File: config.mk
export PLATFORM = sky130hd
export DESIGN_NAME = hazard_stall_ctrl_flat
export DESIGN_NICKNAME = d
export VERILOG_FILES = /design/src/rtl/hazard_stall_ctrl_if.sv /design/src/rtl/hazard_stall_ctrl.sv /design/src/flat_wrapper.sv
export SDC_FILE = /design/constraint.sdc
export NUM_CORES = 1
export LEC_CHECK = 0
export CAP_MARGIN = 20
export CELL_PAD_IN_SITES_DETAIL_PLACEMENT = 1
export CELL_PAD_IN_SITES_GLOBAL_PLACEMENT = 1
export CORE_UTILIZATION = 23
export CTS_BUF_LIST = sky130_fd_sc_hd__clkbuf_8
export DETAILED_ROUTE_END_ITERATION = 16
export PLACE_DENSITY_LB_ADDON = 0.1
export SYNTH_ARGS = -nofsm -noshare
export SYNTH_HDL_FRONTEND = slang
export SYNTH_SLANG_ARGS = --single-unit
File: constraint.sdc
create_clock -name clk -period 4.5 [get_ports clk]
set_input_delay 1.35 -clock clk [delete_from_list [all_inputs] [get_ports clk]]
set_output_delay 1.35 -clock clk [all_outputs]
set_load 0.005 [all_outputs]
File: src/rtl/hazard_stall_ctrl_if.sv
// Pipeline-side bundle for hazard_stall_ctrl: ID/EX hazard inputs and
// pipeline-register/PC control outputs.
interface hazard_stall_ctrl_if #(
  parameter int REG_AW = 5
);
  logic [REG_AW-1:0] id_rs;
  logic [REG_AW-1:0] id_rt;
  logic              id_uses_rt;
  logic              ex_mem_read;
  logic [REG_AW-1:0] ex_rt;
  logic              ex_branch_taken;
  logic              id_md_start;
  logic              id_md_read;
  logic              pc_en;
  logic              ifid_en;
  logic              ifid_flush;
  logic              idex_en;
  logic              idex_flush;
  logic              md_busy;

  modport master (
    output id_rs, id_rt, id_uses_rt, ex_mem_read, ex_rt, ex_branch_taken,
           id_md_start, id_md_read,
    input  pc_en, ifid_en, ifid_flush, idex_en, idex_flush, md_busy
  );

  modport slave (
    input  id_rs, id_rt, id_uses_rt, ex_mem_read, ex_rt, ex_branch_taken,
           id_md_start, id_md_read,
    output pc_en, ifid_en, ifid_flush, idex_en, idex_flush, md_busy
  );
endinterface

File: src/rtl/hazard_stall_ctrl.sv
// Load-use / taken-branch hazard control plus mult/div busy tracking.
// Optional stall/flush statistics counters built when HAZARD_STATS_EN is defined.
module hazard_stall_ctrl #(
  parameter int REG_AW     = 5,
  parameter int MD_LATENCY = 32,
  parameter int CNT_W      = 6
) (
  input  logic                clk,
  input  logic                reset,
  hazard_stall_ctrl_if.slave  hz,
  output logic [31:0]         stall_cycles,
  output logic [31:0]         flush_events
);

  typedef enum logic {
    IDLE,
    MD_RUN
  } state_t;

  localparam logic [REG_AW-1:0] ZERO_REG = '0;
  localparam logic [CNT_W-1:0]  CNT_LOAD = CNT_W'(MD_LATENCY - 1);

  state_t           state, state_next;
  logic [CNT_W-1:0] cnt, cnt_next;
  logic             load_use;
  logic             md_hazard;
  logic             busy;

  // Busy is masked during reset so a reset landing mid-operation reads idle at once.
  assign busy       = (state == MD_RUN) && !reset;
  assign hz.md_busy = busy;

  assign load_use  = hz.ex_mem_read && (hz.ex_rt != ZERO_REG) &&
                     ((hz.ex_rt == hz.id_rs) ||
                      (hz.id_uses_rt && (hz.ex_rt == hz.id_rt)));
  assign md_hazard = busy && (hz.id_md_start || hz.id_md_read);

  always_ff @(posedge clk) begin
    if (reset) begin
      state <= IDLE;
      cnt   <= '0;
    end else begin
      state <= state_next;
      cnt   <= cnt_next;
    end
  end

  always_comb begin
    state_next = state;
    cnt_next   = cnt;
    unique case (state)
      IDLE: begin
        if (hz.id_md_start && !hz.ex_branch_taken && !load_use) begin
          state_next = MD_RUN;
          cnt_next   = CNT_LOAD;
        end
      end
      MD_RUN: begin
        if (cnt == '0) begin
          state_next = IDLE;
        end else begin
          cnt_next = cnt - CNT_W'(1);
        end
      end
      default: state_next = IDLE;
    endcase
  end

  always_comb begin
    hz.pc_en      = 1'b1;
    hz.ifid_en    = 1'b1;
    hz.ifid_flush = 1'b0;
    hz.idex_en    = 1'b1;
    hz.idex_flush = 1'b0;
    if (reset) begin
      hz.pc_en      = 1'b0;
      hz.ifid_en    = 1'b0;
      hz.ifid_flush = 1'b1;
      hz.idex_en    = 1'b0;
      hz.idex_flush = 1'b1;
    end else if (hz.ex_branch_taken) begin
      hz.ifid_flush = 1'b1;
      hz.idex_flush = 1'b1;
    end else if (load_use || md_hazard) begin
      hz.pc_en      = 1'b0;
      hz.ifid_en    = 1'b0;
      hz.idex_flush = 1'b1;
    end
  end

`ifdef HAZARD_STATS_EN
  always_ff @(posedge clk) begin
    if (reset) begin
      stall_cycles <= '0;
      flush_events <= '0;
    end else begin
      if (!hz.pc_en && (stall_cycles != '1)) begin
        stall_cycles <= stall_cycles + 32'd1;
      end
      if (hz.ex_branch_taken && (flush_events != '1)) begin
        flush_events <= flush_events + 32'd1;
      end
    end
  end
`else
  assign stall_cycles = '0;
  assign flush_events = '0;
`endif

endmodule
File: src/flat_wrapper.sv
// flat-port wrapper written by rule: the top's interface ports become plain ports
module hazard_stall_ctrl_flat 
#(
  parameter int REG_AW     = 5,
  parameter int MD_LATENCY = 32,
  parameter int CNT_W      = 6
)
  (clk, reset, stall_cycles, flush_events, hz_id_rs, hz_id_rt, hz_id_uses_rt, hz_ex_mem_read, hz_ex_rt, hz_ex_branch_taken, hz_id_md_start, hz_id_md_read, hz_pc_en, hz_ifid_en, hz_ifid_flush, hz_idex_en, hz_idex_flush, hz_md_busy);
  hazard_stall_ctrl_if #(.REG_AW(REG_AW)) hz_i ();
  input  logic clk;
  input  logic reset;
  output logic [31:0] stall_cycles;
  output logic [31:0] flush_events;
  input wire logic [$bits(hz_i.id_rs)-1:0] hz_id_rs;
  input wire logic [$bits(hz_i.id_rt)-1:0] hz_id_rt;
  input wire logic [$bits(hz_i.id_uses_rt)-1:0] hz_id_uses_rt;
  input wire logic [$bits(hz_i.ex_mem_read)-1:0] hz_ex_mem_read;
  input wire logic [$bits(hz_i.ex_rt)-1:0] hz_ex_rt;
  input wire logic [$bits(hz_i.ex_branch_taken)-1:0] hz_ex_branch_taken;
  input wire logic [$bits(hz_i.id_md_start)-1:0] hz_id_md_start;
  input wire logic [$bits(hz_i.id_md_read)-1:0] hz_id_md_read;
  output wire logic [$bits(hz_i.pc_en)-1:0] hz_pc_en;
  output wire logic [$bits(hz_i.ifid_en)-1:0] hz_ifid_en;
  output wire logic [$bits(hz_i.ifid_flush)-1:0] hz_ifid_flush;
  output wire logic [$bits(hz_i.idex_en)-1:0] hz_idex_en;
  output wire logic [$bits(hz_i.idex_flush)-1:0] hz_idex_flush;
  output wire logic [$bits(hz_i.md_busy)-1:0] hz_md_busy;
  assign hz_i.id_rs = hz_id_rs;
  assign hz_i.id_rt = hz_id_rt;
  assign hz_i.id_uses_rt = hz_id_uses_rt;
  assign hz_i.ex_mem_read = hz_ex_mem_read;
  assign hz_i.ex_rt = hz_ex_rt;
  assign hz_i.ex_branch_taken = hz_ex_branch_taken;
  assign hz_i.id_md_start = hz_id_md_start;
  assign hz_i.id_md_read = hz_id_md_read;
  assign hz_pc_en = hz_i.pc_en;
  assign hz_ifid_en = hz_i.ifid_en;
  assign hz_ifid_flush = hz_i.ifid_flush;
  assign hz_idex_en = hz_i.idex_en;
  assign hz_idex_flush = hz_i.idex_flush;
  assign hz_md_busy = hz_i.md_busy;
  hazard_stall_ctrl #(.REG_AW(REG_AW), .MD_LATENCY(MD_LATENCY), .CNT_W(CNT_W)) u_core (.clk(clk), .reset(reset), .hz(hz_i), .stall_cycles(stall_cycles), .flush_events(flush_events));
endmodule
### After elaboration in Yosys (flattened, before gate mapping)

Index checks and enable logic that the tools add are counted.
W data, S select, Z words.

* flip-flop bits (word level): 7
* bits in latches: 0
* memory bits (writable): 0
* ROM bits: 0
* input bits: 22
* output and inout bits: 70
* logic and storage cells: 39
* memories kept: 0

* add/sub/neg operators: 1
* $mul: 0
* div/mod/pow operators: 0
* $lt $le $gt $ge: 0
* equal/unequal tests: 4
* shift operators: 0
* mux-type cells: 15
* bitwise gates (word level): 1
* reductions and logical operators: 16

Operator list (number)
* $mux W6: 2
* $pmux W6 S2: 1
* $mux W1: 11
* $eq A5 B5 Y1: 2
* $logic_and A1 B1 Y1: 7
* $logic_not A6 Y1: 1
* $sub A6 B1 Y6 const B: 1
* $reduce_bool A5 Y1: 1
* $logic_not A1 Y1: 3
* $logic_or A1 B1 Y1: 3
* $ne A2 B1 Y1 const B: 1
* $ne A2 B2 Y1 const B: 1
* $pmux W1 S2: 1
* $reduce_and A2 Y1: 1
* $not A1 Y1: 1

### Longest topological paths before layout

* depth after elaboration: 8
* mapped depth: 8

### Worst setup path after synthesis

Ideal clock, no wire load.

* path type: input-to-output
* start: input port hz_ex_rt[0]
* end: output port hz_pc_en
* arrival: 2.551 ns
* path slack: 0.599 ns
* stages: 6
* cells stage by stage: or4_1 o21a_1 nand2_1 nand2_1 a21oi_1 buf_4

* word-level cells in the longest chain between the ends: 8
* elaborated cells between the ends (all ways): 11
* classes of those cells: 2 x eq/ne; 3 x mux; 6 x reduce/logical

RTL lines
* start: declaration: RTL line flat_wrapper.sv:18 `input wire logic [$bits(hz_i.ex_rt)-1:0] hz_ex_rt;`
* $eq A5 B5 Y1: RTL line hazard_stall_ctrl.sv:35 `(hz.id_uses_rt && (hz.ex_rt == hz.id_rt)));`
* $logic_and A1 B1 Y1: RTL line hazard_stall_ctrl.sv:35
* $logic_or A1 B1 Y1: RTL line hazard_stall_ctrl.sv:34 `((hz.ex_rt == hz.id_rs) ||`
* $logic_and A1 B1 Y1 (*): RTL line hazard_stall_ctrl.sv:33 `assign load_use = hz.ex_mem_read && (hz.ex_rt != ZERO_REG) &&`
* $logic_or A1 B1 Y1 (*): RTL line hazard_stall_ctrl.sv:84 `end else if (load_use || md_hazard) begin`
* $mux W1 (*) (3 in a row)
* end: declaration: RTL line flat_wrapper.sv:22 `output wire logic [$bits(hz_i.pc_en)-1:0] hz_pc_en;`

Mark *: on every way between the ends. The rest lies on a longest branch, timed or not.

### Worst setup path in the final report

* start: input port hz_ex_rt[0]
* end: output port hz_idex_flush

* word-level cells in the longest chain between the ends: 8
* elaborated cells between the ends (all ways): 11
* classes of those cells: 2 x eq/ne; 3 x mux; 6 x reduce/logical

RTL lines
* $eq A5 B5 Y1: RTL line hazard_stall_ctrl.sv:35
* $logic_and A1 B1 Y1: RTL line hazard_stall_ctrl.sv:35
* $logic_or A1 B1 Y1: RTL line hazard_stall_ctrl.sv:34
* $logic_and A1 B1 Y1 (*): RTL line hazard_stall_ctrl.sv:33
* $logic_or A1 B1 Y1 (*): RTL line hazard_stall_ctrl.sv:84
* $mux W1 (*): RTL line hazard_stall_ctrl.sv:84
* $mux W1 (*): RTL line hazard_stall_ctrl.sv:81 `end else if (hz.ex_branch_taken) begin`
* $mux W1 (*): RTL line hazard_stall_ctrl.sv:75 `if (reset) begin`
* end: declaration: RTL line flat_wrapper.sv:26 `output wire logic [$bits(hz_i.idex_flush)-1:0] hz_idex_flush;`

Marks and branches as above.

==> summary.md <==
| Metric | Value |
|---|---|
| Post-Synthesis Cell Area | 1095 sq um |
| Avg Vias per Cell | 3.602 |
| Count of maximum capacitance violations | 0 |
| Total Routing Usage GR | 8.572% |
| Unrepaired setup endpoints after global routing | no |
| Residual antenna-violating net count after detailed routing | 0 |
| Finished Layout Cells | 226 |
| Run status | finished with violations |
| Growth of design area from synthesis to finish | 17.49% |
| Distinct cell type count after synthesis | 32 |
| Die height | 70.99 um |
| Vias in the first global route | 752 |
| Average detailed-routed wire length per instance | 9.885 um |
| Pin count of the biggest net entering global routing | 10 |
| HPWL reported at the end of detailed placement | 1958 um |
| Number of max-slew violations in the final report | 0 |
| Clock Pin Slew Worst Setup and Hold Paths | 40 ps |
| Share of synthesized area occupied by flip-flops and latches | 12.80% |
| Boundary pin count | 92 |
| Type of the worst setup path | in2out |
| Worst slack on hold paths | 530.5 ps |
| Detailed router's first-iteration violation count | 26 |
| Fin crit period | 4410 ps |
| Core area | 4474 sq um |
| Synth Area per Inst | 7.933 sq um |
| Tcrit/Tclk final | 98.00% |
| Die outline area | 5040 sq um |
| CTS tree | yes |
| Detailed-route DRC error count | 9 |
| Num CTS Buffers | 3 |
| Ratio of cells with drive above 1 in the final layout | 14.37% |
| CP max FO | 3 |
| Number of nets in the final layout | 198 |
| Leakage | 0.6014 nW |
| Final Skew | 0.3383 ps |
| Maximum clock path buffer count | 2 |
| Post-Place Cell Area | 1235 sq um |
| Flops & latches, synth | 7 |
| Cells along the critical path | clkdlybuf4s50_1 -> or4_4 -> o21a_1 -> nand2_2 -> buf_4 -> nand4_1 -> dlygate4sd2_1 |
| Global-route wire length before repair | 3546 um |
| Number of placement rows | 24 |
| Worst path bufs/invs | 3 |
| Max Freq | 226.8 MHz |
| Overall overflow remaining after global route | 0 |
| Critical Path Source Type | primary input |
| Aggregate negative setup slack | 0 ps |
| Peak supply drop | 0.0001403 V |
| Pwr per Cell Area | 231.9 nW/um^2 |
| Hold Violations, Final | 0 |
| Largest incremental delay on the critical path | 530 ps |
| Slowest stage cell, crit path | or4_4 |
| Total of hold buffers inserted after clock tree synthesis | 0 |
| Path type of the worst min-delay path | reg2reg |
| Clock insertion delay at the later pin of the skew report | 220 ps |
| DIE WIDTH | 70.99 um |
| First-pass iteration count of the detailed router | 12 |
| Setup-failing EPs final | 0 |
| Final routed wirelength across all metal layers | 2234 um |
| CP Data Required Time | 3150 ps |
| Violations in the final reports | design-rule violations |
| Crit end category | output port |
| Initial antenna violation count | 0 |
| Starting density of the core | 24.47% |
| Number of vias in the routed layout | 814 |
| Port-buffer cells | 27 |
| Total number of H-tree levels | 1 |
| Inst Count DP | 222 |
| Top delay family on crit path | buffers and inverters |
| Arrival time at the worst endpoint | 3060 ps |
| Final antenna diode count | 0 |
| Ys Warns | 0 |
| Synth Instances | 138 |
| Clk sink count | 7 |
| Post-route design area | 1286 sq um |
| GP Congestion | 0.7101 |
| Clock Root Buffer | clkbuf_8 |
## synthesized netlist by cell type, drive strengths merged
cell type | count | area (sq um)
buf | 65 | 488.0
nand2 | 13 | 48.80
xnor2 | 10 | 87.58
dfxtp | 7 | 140.1
a22o | 5 | 43.79
nor2 | 5 | 18.77
a21oi | 4 | 31.28
inv | 4 | 15.01
nand3 | 3 | 20.02
o21ai | 3 | 18.77
a211oi | 2 | 20.02
nand4 | 2 | 12.51
nor2b | 2 | 20.02
nor3 | 2 | 21.27
o21a | 2 | 22.52
clkbuf | 1 | 3.750
conb | 1 | 3.750
ha | 1 | 12.51
nand2b | 1 | 6.260
nor3b | 1 | 12.51
o22ai | 1 | 20.02
or3 | 1 | 6.260
or4 | 1 | 7.510
or4b | 1 | 13.76
## final cells by class
cell class,count,area [sq um]
flip-flops and latches,7,140.1
clock buffers,3,41.29
clock inverters,1,3.754
fillers,569,3188
repair buffers,35,326.6
multi-input cells,124,694.4
inverters,4,15.01
well taps,52,65.06
## power breakdown
| group | leakage (nW) | internal [mW] | switching [mW] | total [mW] |
|---|---|---|---|---|
| Clock | 0.0269 | 0.0590 | 0.0278 | 0.0868 |
| Combinational | 0.517 | 0.0637 | 0.0614 | 0.125 |
| Sequential | 0.0579 | 0.0738 | 0.0126 | 0.0864 |
| Total | 0.601 | 0.197 | 0.102 | 0.298 |
## registers in the layout, summed over array words and instances (netlist names)
register	cells
u_core.cnt	6
u_core.state	1
## final timing paths
| check | startpoint | endpoint | slack, ps | depth (start not counted) |
|---|---|---|---|---|
| worst max-delay path | hz_ex_rt[0] | hz_idex_flush | 90 | 7 |
| worst min-delay path | u_core.cnt[1] | u_core.cnt[1] | 530 | 1 |
| worst max register to register | u_core.cnt[0] | u_core.cnt[3] | 2610 | 7 |
| worst min register to register | u_core.cnt[1] | u_core.cnt[1] | 530 | 1 |
## cells by family after synthesis
logic type / share of synthesized area (%)
XOR/XNOR: 8.000
buffers and inverters: 46.29
adder cells (fa/ha/maj): 1.143
other: 0.3425
AND/OR/NAND/NOR: 17.14
flip-flops: 12.80
AO/OA/AOI/OAI: 14.29
## what timing repair did
item	CTS	global route
resized for setup	4	2
gates cloned	0	0
endpoints found under the setup margin	3	3
buffers inserted	0	0
pin swaps	2	1
## per-layer routing
metal / routed length (um) / vias up / global-route usage [%]
met5: 0 / - / 0
met4: 0 / 0 / 2.000
met3: 204 / 0 / 1.852
met2: 1114 / 52 / 15.28
met1: 916 / 367 / 10.51
li1: - / 395 / -
## metrics by stage
stage | utilization, % | setup slack (ps) | total power [mW]
floorplan | - | 598.5 | 0.2047
global placement | 27.60 | -213.5 | 0.2114
detailed placement | 27.60 | -225.8 | 0.2129
CTS | 28.61 | 54.30 | 0.3015
global route | 28.75 | 16.53 | 0.3250
finish | 28.75 | 89.91 | 0.2983
## cell usage in the layout, fill, tap and decap left out, types with 3 or more instances in the layout
cell type / instances
conb_1: 64
a22o_1: 5
clkdlybuf4s50_1: 24
nand2_1: 12
dlygate4sd2_1: 3
nor2_1: 5
inv_1: 4
clkbuf_8: 3
dfxtp_1: 7
xnor2_1: 10
buf_4: 8
Power figures use the tool's default switching activity.
